**src/rtl/calc_seq_pkg.sv**
```systemverilog
// Shared types and constants for the calculator I/O sequencer: FSM states,
// status codes, operand slot numbering and the core-status mapping.
package calc_seq_pkg;

  localparam int DATA_W = 16;
  localparam int OPER_W = 32;

  typedef enum logic [1:0] {
    ST_LOAD  = 2'd0,
    ST_START = 2'd1,
    ST_WAIT  = 2'd2,
    ST_SHOW  = 2'd3
  } state_t;

  localparam logic [1:0] ERR_OK   = 2'b00;
  localparam logic [1:0] ERR_CORE = 2'b01;
  localparam logic [1:0] ERR_TMO  = 2'b10;
  localparam logic [1:0] ERR_PROT = 2'b11;

  localparam logic [1:0] SLOT_A_HI = 2'd0;
  localparam logic [1:0] SLOT_A_LO = 2'd1;
  localparam logic [1:0] SLOT_B_HI = 2'd2;
  localparam logic [1:0] SLOT_B_LO = 2'd3;

  // Any non-zero core status collapses to a single "core error" code.
  function automatic logic [1:0] map_core_err(input logic [1:0] status);
    return (status != 2'b00) ? ERR_CORE : ERR_OK;
  endfunction

endpackage

```
**src/rtl/seq_watchdog.sv**
```systemverilog
// Cycle-count watchdog supervising the arithmetic core handshake.
// Saturates at TIMEOUT_CYC-1 so expired stays asserted until cleared.
module seq_watchdog #(
  parameter int TIMEOUT_CYC = 4096,
  parameter int CNT_W       = 13
) (
  input  logic clk,
  input  logic rst_n,
  input  logic clear,
  input  logic enable,
  output logic expired
);

  localparam logic [CNT_W-1:0] LIMIT = CNT_W'(TIMEOUT_CYC - 1);

  logic [CNT_W-1:0] count;

  always_ff @(posedge clk or negedge rst_n) begin
    if (!rst_n) begin
      count <= '0;
    end else if (clear) begin
      count <= '0;
    end else if (enable && (count != LIMIT)) begin
      count <= count + 1'b1;
    end
  end

  assign expired = (count == LIMIT);

endmodule

```
**src/rtl/calc_io_sequencer.sv**
```systemverilog
// Calculator I/O sequencer: gathers four switch words into two operands,
// runs the arithmetic core under a watchdog and pages through the result.
module calc_io_sequencer
  import calc_seq_pkg::*;
#(
  parameter int RES_WORDS   = 4,
  parameter int TIMEOUT_CYC = 4096,
  parameter int CNT_W       = 13,
  localparam int PAGE_W     = $clog2(RES_WORDS)
) (
  input  logic                        clk,
  input  logic                        rst_n,
  input  logic                        in_stb,
  input  logic                        nxt_stb,
  input  logic                        clr_stb,
  input  logic [DATA_W-1:0]           data_in,
  output logic [OPER_W-1:0]           op_a,
  output logic [OPER_W-1:0]           op_b,
  output logic                        calc_start,
  output logic                        calc_abort,
  input  logic                        calc_done,
  input  logic [1:0]                  calc_err,
  input  logic [DATA_W*RES_WORDS-1:0] calc_result,
  output logic [DATA_W-1:0]           disp_word,
  output logic [PAGE_W-1:0]           disp_page,
  output logic                        busy,
  output logic [1:0]                  err
);

  localparam logic [PAGE_W-1:0] LAST_PAGE = PAGE_W'(RES_WORDS - 1);

  if (RES_WORDS < 2) begin : g_bad_res_words
    $error("calc_io_sequencer: RES_WORDS must be at least 2");
  end
  if ((2 ** CNT_W) <= TIMEOUT_CYC) begin : g_bad_cnt_w
    $error("calc_io_sequencer: CNT_W too narrow for TIMEOUT_CYC");
  end

  state_t                      state;
  state_t                      state_nxt;
  logic [1:0]                  word_idx;
  logic [DATA_W*RES_WORDS-1:0] result_q;
  logic [DATA_W-1:0]           res_words [RES_WORDS];
  logic                        expired;
  logic                        wd_clear;
  logic                        wd_enable;
  logic                        start_d;
  logic                        abort_d;
  logic                        busy_d;

  assign wd_clear  = clr_stb || (state == ST_START);
  assign wd_enable = (state == ST_WAIT);

  seq_watchdog #(
    .TIMEOUT_CYC (TIMEOUT_CYC),
    .CNT_W       (CNT_W)
  ) u_watchdog (
    .clk     (clk),
    .rst_n   (rst_n),
    .clear   (wd_clear),
    .enable  (wd_enable),
    .expired (expired)
  );

  // Word 0 sits in the most significant bits of the result bus.
  for (genvar i = 0; i < RES_WORDS; i++) begin : g_words
    assign res_words[i] = result_q[DATA_W*(RES_WORDS-1-i) +: DATA_W];
  end

  always_ff @(posedge clk or negedge rst_n) begin
    if (!rst_n) begin
      state <= ST_LOAD;
    end else begin
      state <= state_nxt;
    end
  end

  always_comb begin
    state_nxt = state;
    if (clr_stb) begin
      state_nxt = ST_LOAD;
    end else begin
      case (state)
        ST_LOAD:  if (in_stb && (word_idx == SLOT_B_LO)) state_nxt = ST_START;
        ST_START: state_nxt = ST_WAIT;
        ST_WAIT:  if (calc_done || expired) state_nxt = ST_SHOW;
        default:  state_nxt = state;
      endcase
    end
  end

  // Control outputs are computed one cycle early and registered below.
  always_comb begin
    start_d = (state_nxt == ST_START) && (state == ST_LOAD);
    busy_d  = (state_nxt == ST_START) || (state_nxt == ST_WAIT);
    abort_d = (state == ST_WAIT) && (clr_stb || (expired && !calc_done));
  end

  always_ff @(posedge clk or negedge rst_n) begin
    if (!rst_n) begin
      calc_start <= 1'b0;
      calc_abort <= 1'b0;
      busy       <= 1'b0;
    end else begin
      calc_start <= start_d;
      calc_abort <= abort_d;
      busy       <= busy_d;
    end
  end

  always_ff @(posedge clk or negedge rst_n) begin
    if (!rst_n) begin
      word_idx  <= SLOT_A_HI;
      op_a      <= '0;
      op_b      <= '0;
      result_q  <= '0;
      disp_word <= '0;
      disp_page <= '0;
      err       <= ERR_OK;
    end else if (clr_stb) begin
      word_idx  <= SLOT_A_HI;
      op_a      <= '0;
      op_b      <= '0;
      result_q  <= '0;
      disp_word <= '0;
      disp_page <= '0;
      err       <= ERR_OK;
    end else begin
      case (state)
        ST_LOAD: begin
          if (in_stb) begin
            case (word_idx)
              SLOT_A_HI: op_a[31:16] <= data_in;
              SLOT_A_LO: op_a[15:0]  <= data_in;
              SLOT_B_HI: op_b[31:16] <= data_in;
              default:   op_b[15:0]  <= data_in;
            endcase
            word_idx <= word_idx + 1'b1;
          end
          if (nxt_stb) err <= ERR_PROT;
        end
        ST_START: err <= ERR_OK;
        ST_WAIT: begin
          if (calc_done) begin
            result_q  <= calc_result;
            err       <= map_core_err(calc_err);
            disp_page <= '0;
          end else if (expired) begin
            result_q  <= '0;
            err       <= ERR_TMO;
            disp_page <= '0;
          end
        end
        default: begin
          if (nxt_stb) begin
            disp_page <= (disp_page == LAST_PAGE) ? '0 : disp_page + 1'b1;
          end
        end
      endcase
      disp_word <= res_words[disp_page];
    end
  end

endmodule
```
**config.mk**
```make
export PLATFORM = sky130hd
export DESIGN_NAME = calc_io_sequencer
export DESIGN_NICKNAME = d
export VERILOG_FILES = /design/src/rtl/calc_seq_pkg.sv /design/src/rtl/seq_watchdog.sv /design/src/rtl/calc_io_sequencer.sv
export SDC_FILE = /design/constraint.sdc
export NUM_CORES = 1
export LEC_CHECK = 0
export CAP_MARGIN = 20
export CORE_AREA = 2 2 157 159
export DETAILED_ROUTE_END_ITERATION = 8
export DIE_AREA = 0 0 159 161
export PLACE_DENSITY = 0.52
export REMOVE_ABC_BUFFERS = 1
export SLEW_MARGIN = 20
export SYNTH_ARGS = -nofsm -noshare
export SYNTH_HDL_FRONTEND = slang
export SYNTH_SLANG_ARGS = --single-unit
```
**constraint.sdc**
```tcl
create_clock -name clk -period 4.8 [get_ports clk]
set_clock_uncertainty 0.1 [all_clocks]
set_input_delay 0.96 -clock clk [delete_from_list [all_inputs] [get_ports clk]]
set_output_delay 0.96 -clock clk [all_outputs]
set_load 0.1 [all_outputs]
```
== After elaboration in Yosys (flattened, before gate mapping) ==
Index checks and enable logic that the tools add are counted.
Operators by class
  $add $sub $neg: 3
  order comparisons: 1
  eq/ne operators: 14
  muxes and demuxes: 39
  bitwise gates (word level): 1
  reductions and logical operators: 33
Operators with widths (number)
  64-bit 2-to-1 mux: 4
  32-bit 2-to-1 mux: 6
  16-bit 2-to-1 mux: 7
  16-bit binary-select mux with 2-bit select: 1
  2-bit 2-to-1 mux: 15
  13-bit 2-to-1 mux: 2
  3-bit AND reduction: 6
  2-bit nonzero test: 8
  13-bit by 1-bit adder with 13-bit output, second input constant: 1
  13-bit by 12-bit equality test with 1-bit output, second input constant: 1
  13-bit by 12-bit inequality test with 1-bit output, second input constant: 1
  2-bit one-hot mux with 3 select lines: 2
  2-bit equality test, second input constant: 5
  2-bit by 1-bit equality test with 1-bit output, second input constant: 3
  3-bit nonzero test: 2
  1-bit logical AND: 5
  2-bit by 1-bit adder with 2-bit output, second input constant: 2
  2-bit zero test: 2
  1-bit logical OR: 4
  2-bit by 1-bit inequality test with 1-bit output, second input constant: 2
  4-bit inequality test, second input constant: 1
  2-bit one-hot mux with 2 select lines: 1
  2-bit AND reduction: 2
  4-bit nonzero test: 1
  other kinds (7): 7
Storage, ports and cells
  bits in registers: 168
  word-level logic and storage cells: 105

== Depth between registers and ports, before layout ==
Gate-level depths: netlist (run 1).
  depth after elaboration: 7
  depth in mapped cells: 8

== Modules after synthesis ==
From an unflattened synthesis (run 1), not the netlist that was laid out.
Unflattened totals
  cells, all modules: 761
  area, all modules: 7597.3 sq um
Modules (own cells, without submodules)
  calc_io_sequencer: times used 1, cells each 683, area an instance 6877.8 sq um, sequential area each 3878.7 sq um
  seq_watchdog: times used 1, cells each 78, area an instance 719.4 sq um, sequential area each 325.3 sq um

== Least setup slack after synthesis (run 1) ==
No wires, ideal clock.
  path kind: reg-to-reg
  from: register disp_page[0]
  to: register disp_word[10]
  data arrival time: 2.293 ns
  required time: 4.568 ns
  path slack: 2.274 ns
  stages on the path, launching flop included: 5
  clock period less this slack: 2.526 ns
  cell sequence: dfrtp_1 buf_2 buf_2 mux4_2 nor2b_1
Between the ends
  longest elaborated chain between the ends: 5
Ends and longest elaborated chain
  start, declared: line calc_io_sequencer.sv:25  | output logic [PAGE_W-1:0] disp_page,
  start signal, assigned: line calc_io_sequencer.sv:156  | disp_page <= (disp_page == LAST_PAGE) ? '0 : disp_page + 1'b1;
  2-bit inverter with 3-bit output (not written as such): line calc_io_sequencer.sv:160  | disp_word <= res_words[disp_page];
  16-bit binary-select mux with 2-bit select: line calc_io_sequencer.sv:160
  16-bit 2-to-1 mux (not written as such) (2 in a row): line calc_io_sequencer.sv:160
  16-bit 2-to-1 mux: line calc_io_sequencer.sv:120  | end else if (clr_stb) begin
  end signal, assigned: line calc_io_sequencer.sv:160
  end, declared: line calc_io_sequencer.sv:24  | output logic [DATA_W-1:0] disp_word,
Every way passes these cells. The select of a mux whose other input is x is not followed.
A chain may end at the register's enable or synchronous reset.

== Worst setup path in the final report (run 1) ==
  from: register disp_page[1]
  to: output disp_page[1]
No word-level cell between the ends.

==> impl_table.tex, run 1 <==
\begin{tabular}{lr}
\hline
Metric & Value \\
\hline
\multicolumn{2}{l}{\textbf{Critical path}} \\
\quad Largest fanout on the critical path & 21 \\
\quad Worst setup SP type & flip-flop \\
\quad CP required & 3.74 ns \\
\quad Worst setup slack for register-to-register paths & between 2 and 2.5 ns \\
\quad Data arrival, critical path & between 2 and 2.5 ns \\
\quad Category of the critical setup timing path & reg2out \\
\quad End of the worst register-to-register path & err[0]\$\_DFFE\_PN0P\_ \\
\quad CP endpoint kind & output port \\
\quad Reg2reg path depth & 5 \\
\quad Reg-to-Reg Start & u\_watchdog.count[0]\$\_DFFE\_PN0P\_ \\
\multicolumn{2}{l}{\textbf{Yosys}} \\
\quad Post-synth EDFFs & 0 \\
\quad Seq/Total Area, Yosys & 0.594 \\
\quad Share of async-settable or async-resettable flops after synthesis & 1.00 \\
\quad Synth cell types & 45 \\
\quad Average cell area after synthesis & between 10 and 15 um2 \\
\quad Primary flip-flop cell chosen by synthesis mapping & sky130\_fd\_sc\_hd\_\_dfrtp\_1 \\
\quad Mapped cell area & approximately 0.0071 mm2 \\
\quad Ys Warns & 0 \\
\quad Cells after synthesis & between 600 and 700 \\
\quad Number of register bits inferred by synthesis & approximately 170 \\
\multicolumn{2}{l}{\textbf{GRT}} \\
\quad Number of global-route vias before repair & $\sim$5300 \\
\quad Maximum number of pins on one net before global-route repair & between 100 and 150 \\
\quad All-layer global routing usage & 0.147 \\
\quad Initial antenna violation count & 1 \\
\quad Global-route wire length before repair & $\sim$30 mm \\
\quad Congestion Overflow GR & 0 \\
\multicolumn{2}{l}{\textbf{Routing}} \\
\quad Wire length per cell & 16.6 um \\
\quad WL met3 & 1.60 mm \\
\quad Routed WL & 18.4 mm \\
\quad Uppermost layer routed & met4 \\
\quad Met2 wire length & 7.34 mm \\
\quad Number of design rule violations left after detail routing & 0 \\
\quad Wire length on met1 & 9.26 mm \\
\quad DRT iter0 DRCs & 220 \\
\quad Detailed-route via count & around 5200 \\
\quad Number of nets with antenna violations after routing & 0 \\
\quad Routed via count divided by cell count & between 4 and 5 \\
\quad Number of detailed-routing iterations run before antenna repair & 4 \\
\multicolumn{2}{l}{\textbf{Layout}} \\
\quad Layout Nets & 868 \\
\quad Non-filler instance count after layout & $\sim$1100 \\
\quad Number of inserted filler cells in the final layout & about 2400 \\
\quad Area added between synthesis and finish & 36.2\% \\
\quad Proportion of layout cells with a drive suffix above 1 & 0.0854 \\
\multicolumn{2}{l}{\textbf{Clocking}} \\
\quad Clk root buf & sky130\_fd\_sc\_hd\_\_clkbuf\_16 \\
\quad Clk pin slew, worst setup/hold paths & 0.06 ns \\
\quad Sink count of the clock tree & 168 \\
\quad Postcts setup bufs & 0 \\
\quad Number of gates given a new drive strength after cts & 0 \\
\quad Total CTS buffers & 17 \\
\quad Number of buffers on the longest clock path & 2 \\
\quad H-tree depth & 4 \\
\quad Clock tree from TritonCTS & done \\
\quad Hold buffers post-CTS & 0 \\
\quad Clock latency of the later-clocked register in the worst-skew pair & 0.42 ns \\
\multicolumn{2}{l}{\textbf{STA}} \\
\quad Final total negative setup slack & 0 ns \\
\quad Slew Viols, Final & 0 \\
\quad Peak Freq & 301 MHz \\
\quad Slew at the pin closest to its max-slew limit & 1.06 ns \\
\quad Setup violators final & 0 \\
\quad Final hold vios & 0 \\
\quad Fin crit share & 0.691 \\
\quad Final worst path period need & approximately 3.3 ns \\
\quad Setup repair after global routing missed its margin & no \\
\quad Worst max-slew margin expressed relative to the limit & 0.289 \\
\multicolumn{2}{l}{\textbf{Power}} \\
\quad Clock group share of total power & 0.409 \\
\quad Power Density & $\sim$340 mW/mm2 \\
\quad Internal cell power & 2340 uW \\
\quad Net switching power & just over 900 uW \\
\quad Net Sw Frac & 0.280 \\
\quad Sequential share of power & 0.450 \\
\quad Static leakage & $\sim$0.0041 uW \\
\quad Combinational Power Share & 0.141 \\
\quad Largest vdd supply drop & between 0.15 and 0.2 mV \\
\multicolumn{2}{l}{\textbf{Job}} \\
\quad Max capacitance violation total & 0 \\
\multicolumn{2}{l}{\textbf{Die}} \\
\quad Standard-cell rows & between 50 and 60 \\
\quad Top-level I/O count & about 180 \\
\quad Die span in y & 161 um \\
\quad Initial core utilization & 0.295 \\
\quad Die area & between 0.02 and 0.03 mm2 \\
\quad Core box area & $\sim$0.024 mm2 \\
\quad Die X & 159 um \\
\multicolumn{2}{l}{\textbf{Hold path}} \\
\quad Hold EP & res\_words[26]\$\_DFFE\_PN0P\_ \\
\quad Hold Crit Start & res\_words[26]\$\_DFFE\_PN0P\_ \\
\quad Worst min path class & reg2reg \\
\quad Number of cells on the worst hold path & 1 \\
\multicolumn{2}{l}{\textbf{Place}} \\
\quad Routability Congestion & approximately 0.72 \\
\quad Number of buffers added on ports & between 150 and 200 \\
\quad Placed Cells incl. Taps & roughly 1100 \\
\quad Half-perimeter wire length after placement & around 12 mm \\
\multicolumn{2}{l}{\textbf{Status}} \\
\quad Run status & completed \\
\hline
\end{tabular}
## per-stage QoR
step	power [uW]	hold slack (ns)	utilization	cell area [um2]	setup WS, ns
after floorplan	1740	0.368	-	6830	1.41
after global placement	1950	0.383	0.377	9040	1.67
after detailed placement	1950	0.388	0.377	9040	1.66
after CTS	3300	0.406	0.401	9620	1.44
after global routing	3380	0.419	0.402	9630	1.38
final	3250	0.402	0.402	9630	1.48
## how the worst max path moves through the flow
stage	startpoint	end	slack [ns]	cells past startpoint
6_report	disp_page[1]$_DFFE_PN0P_	disp_page[1]	1.48	2
5_1_grt	disp_page[1]$_DFFE_PN0P_	disp_page[1]	1.38	2
4_1_cts	disp_page[1]$_DFFE_PN0P_	disp_page[1]	1.44	2
3_5_place_dp	in_stb	op_a[7]$_DFFE_PN0P_	1.66	5
3_3_place_gp	in_stb	op_a[4]$_DFFE_PN0P_	1.67	5
2_1_floorplan	calc_done	res_words[0]$_DFFE_PN0P_	1.41	3
## worst max-delay path, cell delays in order, from the launching register on
cell                              delay [ns]
sky130_fd_sc_hd__dfrtp_1                0.32
sky130_fd_sc_hd__buf_4                  0.31
sky130_fd_sc_hd__clkdlybuf4s50_1        1.20
## cell families (layout without fill, tap and decap cells)
family	count (synthesis)	count (layout)	synth area share
and+or+nand+nor	199	199	0.129
DFF	168	168	0.594
AOI/OAI and AO/OA	167	167	0.165
buffers and inverters	52	221	0.0384
muxes	20	20	0.0570
adders and majority gates	8	8	0.0142
xor gates and xnor gates	2	2	0.00248
other	0	1	0
## area by class of cell
class / count / area, um2 / area share
well taps: 324 / 405 / 0.0421
flip-flops and latches: 168 / 4200 / 0.436
inverters: 8 / 30.0 / 0.00312
clock inverters: 9 / 92.6 / 0.00961
clock buffers: 23 / 478 / 0.0496
multi-input cells: 396 / 2610 / 0.271
repair buffers: 181 / 1810 / 0.188
diodes: 1 / 2.50 / 0.000260
## layer usage
metal | vias to the layer above | track usage
met1 | 2521 | 0.208
met5 | - | 0
met3 | 17 | 0.0575
met4 | 0 | 0.0384
met2 | 167 | 0.210
li1 | 2486 | -
## state kept, by name, indices dropped and copies added, names as in the netlist
register          count
op_b                 32
err                   2
disp_word            16
res_words            64
word_idx              2
u_watchdog.count     13
busy                  1
state                 2
calc_abort            1
op_a                 32
disp_page             2
calc_start            1
## synth_stat cells (all sizes together) (3+ instances only)
| master | count | share of area |
|---|---|---|
| and3 | 3 | 0.0027 |
| nand4 | 3 | 0.0048 |
| or3 | 6 | 0.0053 |
| or4 | 3 | 0.0032 |
| a22oi | 3 | 0.0032 |
| o31ai | 3 | 0.0032 |
| dfrtp | 168 | 0.59 |
| a22o | 64 | 0.079 |
| a21oi | 81 | 0.058 |
| buf | 22 | 0.022 |
| nand3 | 5 | 0.0035 |
| clkbuf | 22 | 0.012 |
| nor2b | 16 | 0.014 |
| and2 | 6 | 0.0053 |
| nand2 | 138 | 0.073 |
| mux4 | 16 | 0.051 |
| o21ai | 8 | 0.0057 |
| inv | 8 | 0.0042 |
| ha | 8 | 0.014 |
| nor2 | 8 | 0.0042 |
## cells in the final DEF (no fill, tap or decap), types with 2 or more instances in the layout
master | Yosys | layout
sky130_fd_sc_hd__a21oi_1 | 80 | 80
sky130_fd_sc_hd__a22o_1 | 64 | 64
sky130_fd_sc_hd__a22oi_1 | 3 | 3
sky130_fd_sc_hd__and2_1 | 6 | 6
sky130_fd_sc_hd__and3_1 | 3 | 3
sky130_fd_sc_hd__buf_4 | 2 | 7
sky130_fd_sc_hd__clkbuf_1 | 22 | 3
sky130_fd_sc_hd__clkbuf_16 | 0 | 17
sky130_fd_sc_hd__clkbuf_8 | 0 | 4
sky130_fd_sc_hd__clkdlybuf4s50_1 | 0 | 171
sky130_fd_sc_hd__clkinv_4 | 0 | 3
sky130_fd_sc_hd__clkinvlp_4 | 0 | 3
sky130_fd_sc_hd__dfrtp_1 | 168 | 168
sky130_fd_sc_hd__ha_1 | 8 | 8
sky130_fd_sc_hd__inv_1 | 8 | 8
sky130_fd_sc_hd__mux2_2 | 2 | 2
sky130_fd_sc_hd__mux2i_1 | 2 | 2
sky130_fd_sc_hd__mux4_2 | 16 | 16
sky130_fd_sc_hd__nand2_1 | 138 | 138
sky130_fd_sc_hd__nand3_1 | 5 | 5
sky130_fd_sc_hd__nand4_1 | 2 | 2
sky130_fd_sc_hd__nor2_1 | 8 | 8
sky130_fd_sc_hd__nor2b_1 | 16 | 16
sky130_fd_sc_hd__nor4_1 | 2 | 2
sky130_fd_sc_hd__o21ai_0 | 7 | 7
sky130_fd_sc_hd__o2bb2ai_1 | 2 | 2
sky130_fd_sc_hd__o31ai_1 | 3 | 3
sky130_fd_sc_hd__o41ai_4 | 2 | 2
sky130_fd_sc_hd__or2_2 | 2 | 2
sky130_fd_sc_hd__or3_1 | 6 | 6
sky130_fd_sc_hd__or4_1 | 3 | 3
## power groups by stage
stage / combinational, uW / sequential, uW / clock [uW]
floorplan: 73.3 / 1670 / 0
global placement: 463 / 1490 / 0
detailed placement: 464 / 1490 / 0
CTS: 465 / 1460 / 1370
global route: 489 / 1470 / 1430
finish: 458 / 1460 / 1330
(Power assumes the default switching activity.)
==> run 2: changes to the inputs <==
PLACE_DENSITY = 0.54   (was 0.52)
clock period = 2.95 ns   (was 4.8 ns; I/O delays follow)
==> run 2 against run 1 <==
  * Final cell count rose by 0.27%
  * Wire length rose by 1.3%
  * Worst hold slack got worse by 0.36 ns
  * Via count grew 1.4%
  * Setup slack lost 0.68 ns
  * Sequential power increased by 63%
  * Clock-buffer cell count is 5 lower
==> impl_table.tex, run 2 (synthesis results as in run 1) <==
\begin{tabular}{lr}
\hline
Metric & Value \\
\hline
\multicolumn{2}{l}{\textbf{GRT}} \\
\quad All-layer global routing usage & 0.148 (+0.000681) \\
\quad Initial antenna violation count & 0 (-1) \\
\quad Congestion Overflow GR & 0 (unchanged) \\
\quad Maximum number of pins on one net before global-route repair & 69 (-34\%) \\
\quad Global-route wire length before repair & 30.0 mm (+0.37\%) \\
\quad Number of global-route vias before repair & 5349 (+1.2\%) \\
\multicolumn{2}{l}{\textbf{Power}} \\
\quad Net switching power & 1540 uW (+69\%) \\
\quad Power Density & 564 mW/mm2 (+67\%) \\
\quad Power after layout & 5370 uW (+65\%) \\
\quad Largest vdd supply drop & 0.308 mV (+67\%) \\
\quad Sequential share of power & 0.443 (-0.007) \\
\quad Internal cell power & 3830 uW (+64\%) \\
\quad Static leakage & 0.00430 uW (+5.3\%) \\
\quad Combinational Power Share & 0.139 (-0.002) \\
\quad Clock group share of total power & 0.418 (+0.009) \\
\quad Net Sw Frac & 0.286 (+0.00659) \\
\multicolumn{2}{l}{\textbf{STA}} \\
\quad Peak Freq & approximately 470 MHz \\
\quad Final total negative setup slack & 0 ns (unchanged) \\
\quad Fin crit share & 0.726 \\
\quad Final hold vios & 0 (unchanged) \\
\quad Slew at the pin closest to its max-slew limit & 0.744 ns (-0.319 ns) \\
\quad Worst max-slew margin expressed relative to the limit & 0.504 (+0.215) \\
\quad Slew Viols, Final & 0 (unchanged) \\
\quad Setup repair after global routing missed its margin & no \\
\quad Final worst path period need & roughly 2.1 ns \\
\quad Final worst hold slack & 0.0436 ns (-0.358 ns) \\
\quad Setup violators final & 0 (unchanged) \\
\multicolumn{2}{l}{\textbf{Routing}} \\
\quad Routed via count divided by cell count & 4.73 (+1.1\%) \\
\quad Number of design rule violations left after detail routing & 0 (unchanged) \\
\quad Number of nets with antenna violations after routing & 0 (unchanged) \\
\quad Number of detailed-routing iterations run before antenna repair & 4 (unchanged) \\
\quad Wire length per cell & 16.8 um (+1.1\%) \\
\quad Detailed-route via count & 5263 (+1.4\%) \\
\quad DRT iter0 DRCs & 252 (+15\%) \\
\quad Routed WL & 18.7 mm (+1.3\%) \\
\multicolumn{2}{l}{\textbf{Critical path}} \\
\quad Data arrival, critical path & 2.35 ns (+0.09 ns) \\
\quad CP required & 3.15 ns (-0.59 ns) \\
\quad Largest fanout on the critical path & 6 (-71\%) \\
\quad Critical-path cell with the highest stage delay & sky130\_fd\_sc\_hd\_\_o41ai\_4 \\
\quad Ordered list of cells on the worst path & ha\_1 > nand4\_4 > o41ai\_4 > o22a\_1 > mux2\_2 \\
\quad Crit-path max cell delay & 0.51 ns (-0.69 ns) \\
\quad Category of the critical setup timing path & reg2reg \\
\quad Worst setup SP type & flip-flop \\
\quad CP endpoint kind & flip-flop \\
\quad Worst setup slack for register-to-register paths & 0.81 ns (-1.60 ns) \\
\multicolumn{2}{l}{\textbf{Layout}} \\
\quad Final core area utilization & 0.397 (-0.00480) \\
\quad Layout Nets & 872 (+0.46\%) \\
\quad Most frequent standard cell in the layout excluding fill and tap cells & sky130\_fd\_sc\_hd\_\_dfrtp\_1 \\
\quad Antenna diode count & 0 (-1) \\
\quad Number of inserted filler cells in the final layout & 2373 (+0.42\%) \\
\quad Commonest cells after routing, fill and taps aside & sky130\_fd\_sc\_hd\_\_dfrtp\_1, sky130\_fd\_sc\_hd\_\_nand2\_1, sky130\_fd\_sc\_hd\_\_buf\_4 \\
\quad Proportion of layout cells with a drive suffix above 1 & 0.202 (+0.116) \\
\quad Number of flip-flops under the largest register name & 64 (unchanged) \\
\quad Area added between synthesis and finish & 34.6\% \\
\quad Final non-filler cell area & 0.00952 mm2 (-1.2\%) \\
\multicolumn{2}{l}{\textbf{Clocking}} \\
\quad Hold buffers post-CTS & 0 (unchanged) \\
\quad Sink count of the clock tree & 168 (unchanged) \\
\quad Number of buffers on the longest clock path & 2 (unchanged) \\
\quad Clock tree from TritonCTS & done \\
\quad Clk pin slew, worst setup/hold paths & 0.07 ns (about the same) \\
\quad Total CTS buffers & 17 (unchanged) \\
\quad Number of gates given a new drive strength after cts & 0 (unchanged) \\
\quad H-tree depth & 4 (unchanged) \\
\quad Clock latency of the later-clocked register in the worst-skew pair & 0.42 ns (about the same) \\
\quad Clk root buf & sky130\_fd\_sc\_hd\_\_clkbuf\_16 \\
\quad Postcts setup bufs & 0 (unchanged) \\
\multicolumn{2}{l}{\textbf{Die}} \\
\quad Initial core utilization & 0.295 (unchanged) \\
\quad Top-level I/O count & 175 (unchanged) \\
\quad Standard-cell rows & 57 (unchanged) \\
\quad Die area & 0.0256 mm2 (unchanged) \\
\quad Core box area & 0.0240 mm2 (unchanged) \\
\quad Die span in y & 161 um (unchanged) \\
\quad Die X & 159 um (unchanged) \\
\multicolumn{2}{l}{\textbf{Place}} \\
\quad Number of buffers added on ports & 174 (unchanged) \\
\quad Half-perimeter wire length after placement & 12.4 mm (+2.9\%) \\
\quad Routability Congestion & 0.722 (+0.32\%) \\
\quad Instance area at placement & 0.00893 mm2 (-1.3\%) \\
\multicolumn{2}{l}{\textbf{Job}} \\
\quad Max capacitance violation total & 0 (unchanged) \\
\multicolumn{2}{l}{\textbf{Hold path}} \\
\quad Worst min path class & in2async \\
\multicolumn{2}{l}{\textbf{Status}} \\
\quad Run status & completed \\
\hline
\end{tabular}
## run 2: cell count changes in the layout (fill, tap and decap cells not counted), sizes merged
cell | previous run | this run
clkinv | 4 | 3
clkinvlp | 3 | 2
diode | 1 | 0
clkbuf | 24 | 18
bufinv | 1 | 2
clkdlybuf4s50 | 171 | 85
inv | 9 | 15
buf | 9 | 100
## run 2: metal layers
layer,GRT usage,vias up,share of wire
met3,0.0544,14,0.083
met5,0,-,0
met1,0.210,2584,0.48
li1,-,2490,-
met2,0.213,175,0.42
met4,0.0372,0,0.0086
## run 2: through the flow
| stage | cells | setup WS, ns |
|---|---|---|
| after floorplan | 572 | -0.0736 |
| after global placement | 1081 | 0.458 |
| after detailed placement | 1081 | 0.444 |
| after CTS | 1113 | 0.791 |
| after global routing | 1113 | 0.637 |
| final | 1113 | 0.807 |
## run 2: power by group through the flow
stage | combinational, uW | sequential (uW) | clock, uW
3_5_place_dp | 754 | 2430 | 0
2_1_floorplan | 119 | 2720 | 0
5_1_grt | 791 | 2390 | 2410
4_1_cts | 755 | 2380 | 2320
3_3_place_gp | 752 | 2430 | 0
6_report | 744 | 2380 | 2250
## run 2: worst paths after layout
check / endpoint / start / depth (start not counted)
hold reg to reg: res_words[19]$_DFFE_PN0P_ / res_words[19]$_DFFE_PN0P_ / 1
setup reg to reg: err[0]$_DFFE_PN0P_ / u_watchdog.count[0]$_DFFE_PN0P_ / 5
min in group clk: res_words[19]$_DFFE_PN0P_ / res_words[19]$_DFFE_PN0P_ / 1
hold / removal: op_a[29]$_DFFE_PN0P_ / rst_n / 1
max in group asynchronous: disp_word[5]$_DFF_PN0_ / rst_n / 2
setup / recovery: err[0]$_DFFE_PN0P_ / u_watchdog.count[0]$_DFFE_PN0P_ / 5
## run 2: cell type report
| class | instances | area, um2 | area share |
|---|---|---|---|
| repair buffers | 185 | 1680 | 0.177 |
| clock inverters | 14 | 158 | 0.0166 |
| flip-flops and latches | 168 | 4200 | 0.442 |
| clock buffers | 18 | 429 | 0.0451 |
| multi-input cells | 396 | 2610 | 0.274 |
| inverters | 8 | 30.0 | 0.00316 |
| well taps | 324 | 405 | 0.0426 |
## run 2: worst max-delay path, delay by kind of cell (launching register included)
family / cells / cell delay (ns)
adder cells (fa/ha/maj): 1 / 0.29
AND/OR/NAND/NOR: 1 / 0.17
flip-flops: 1 / 0.37
multiplexers: 1 / 0.33
AO/OA/AOI/OAI: 2 / 0.77
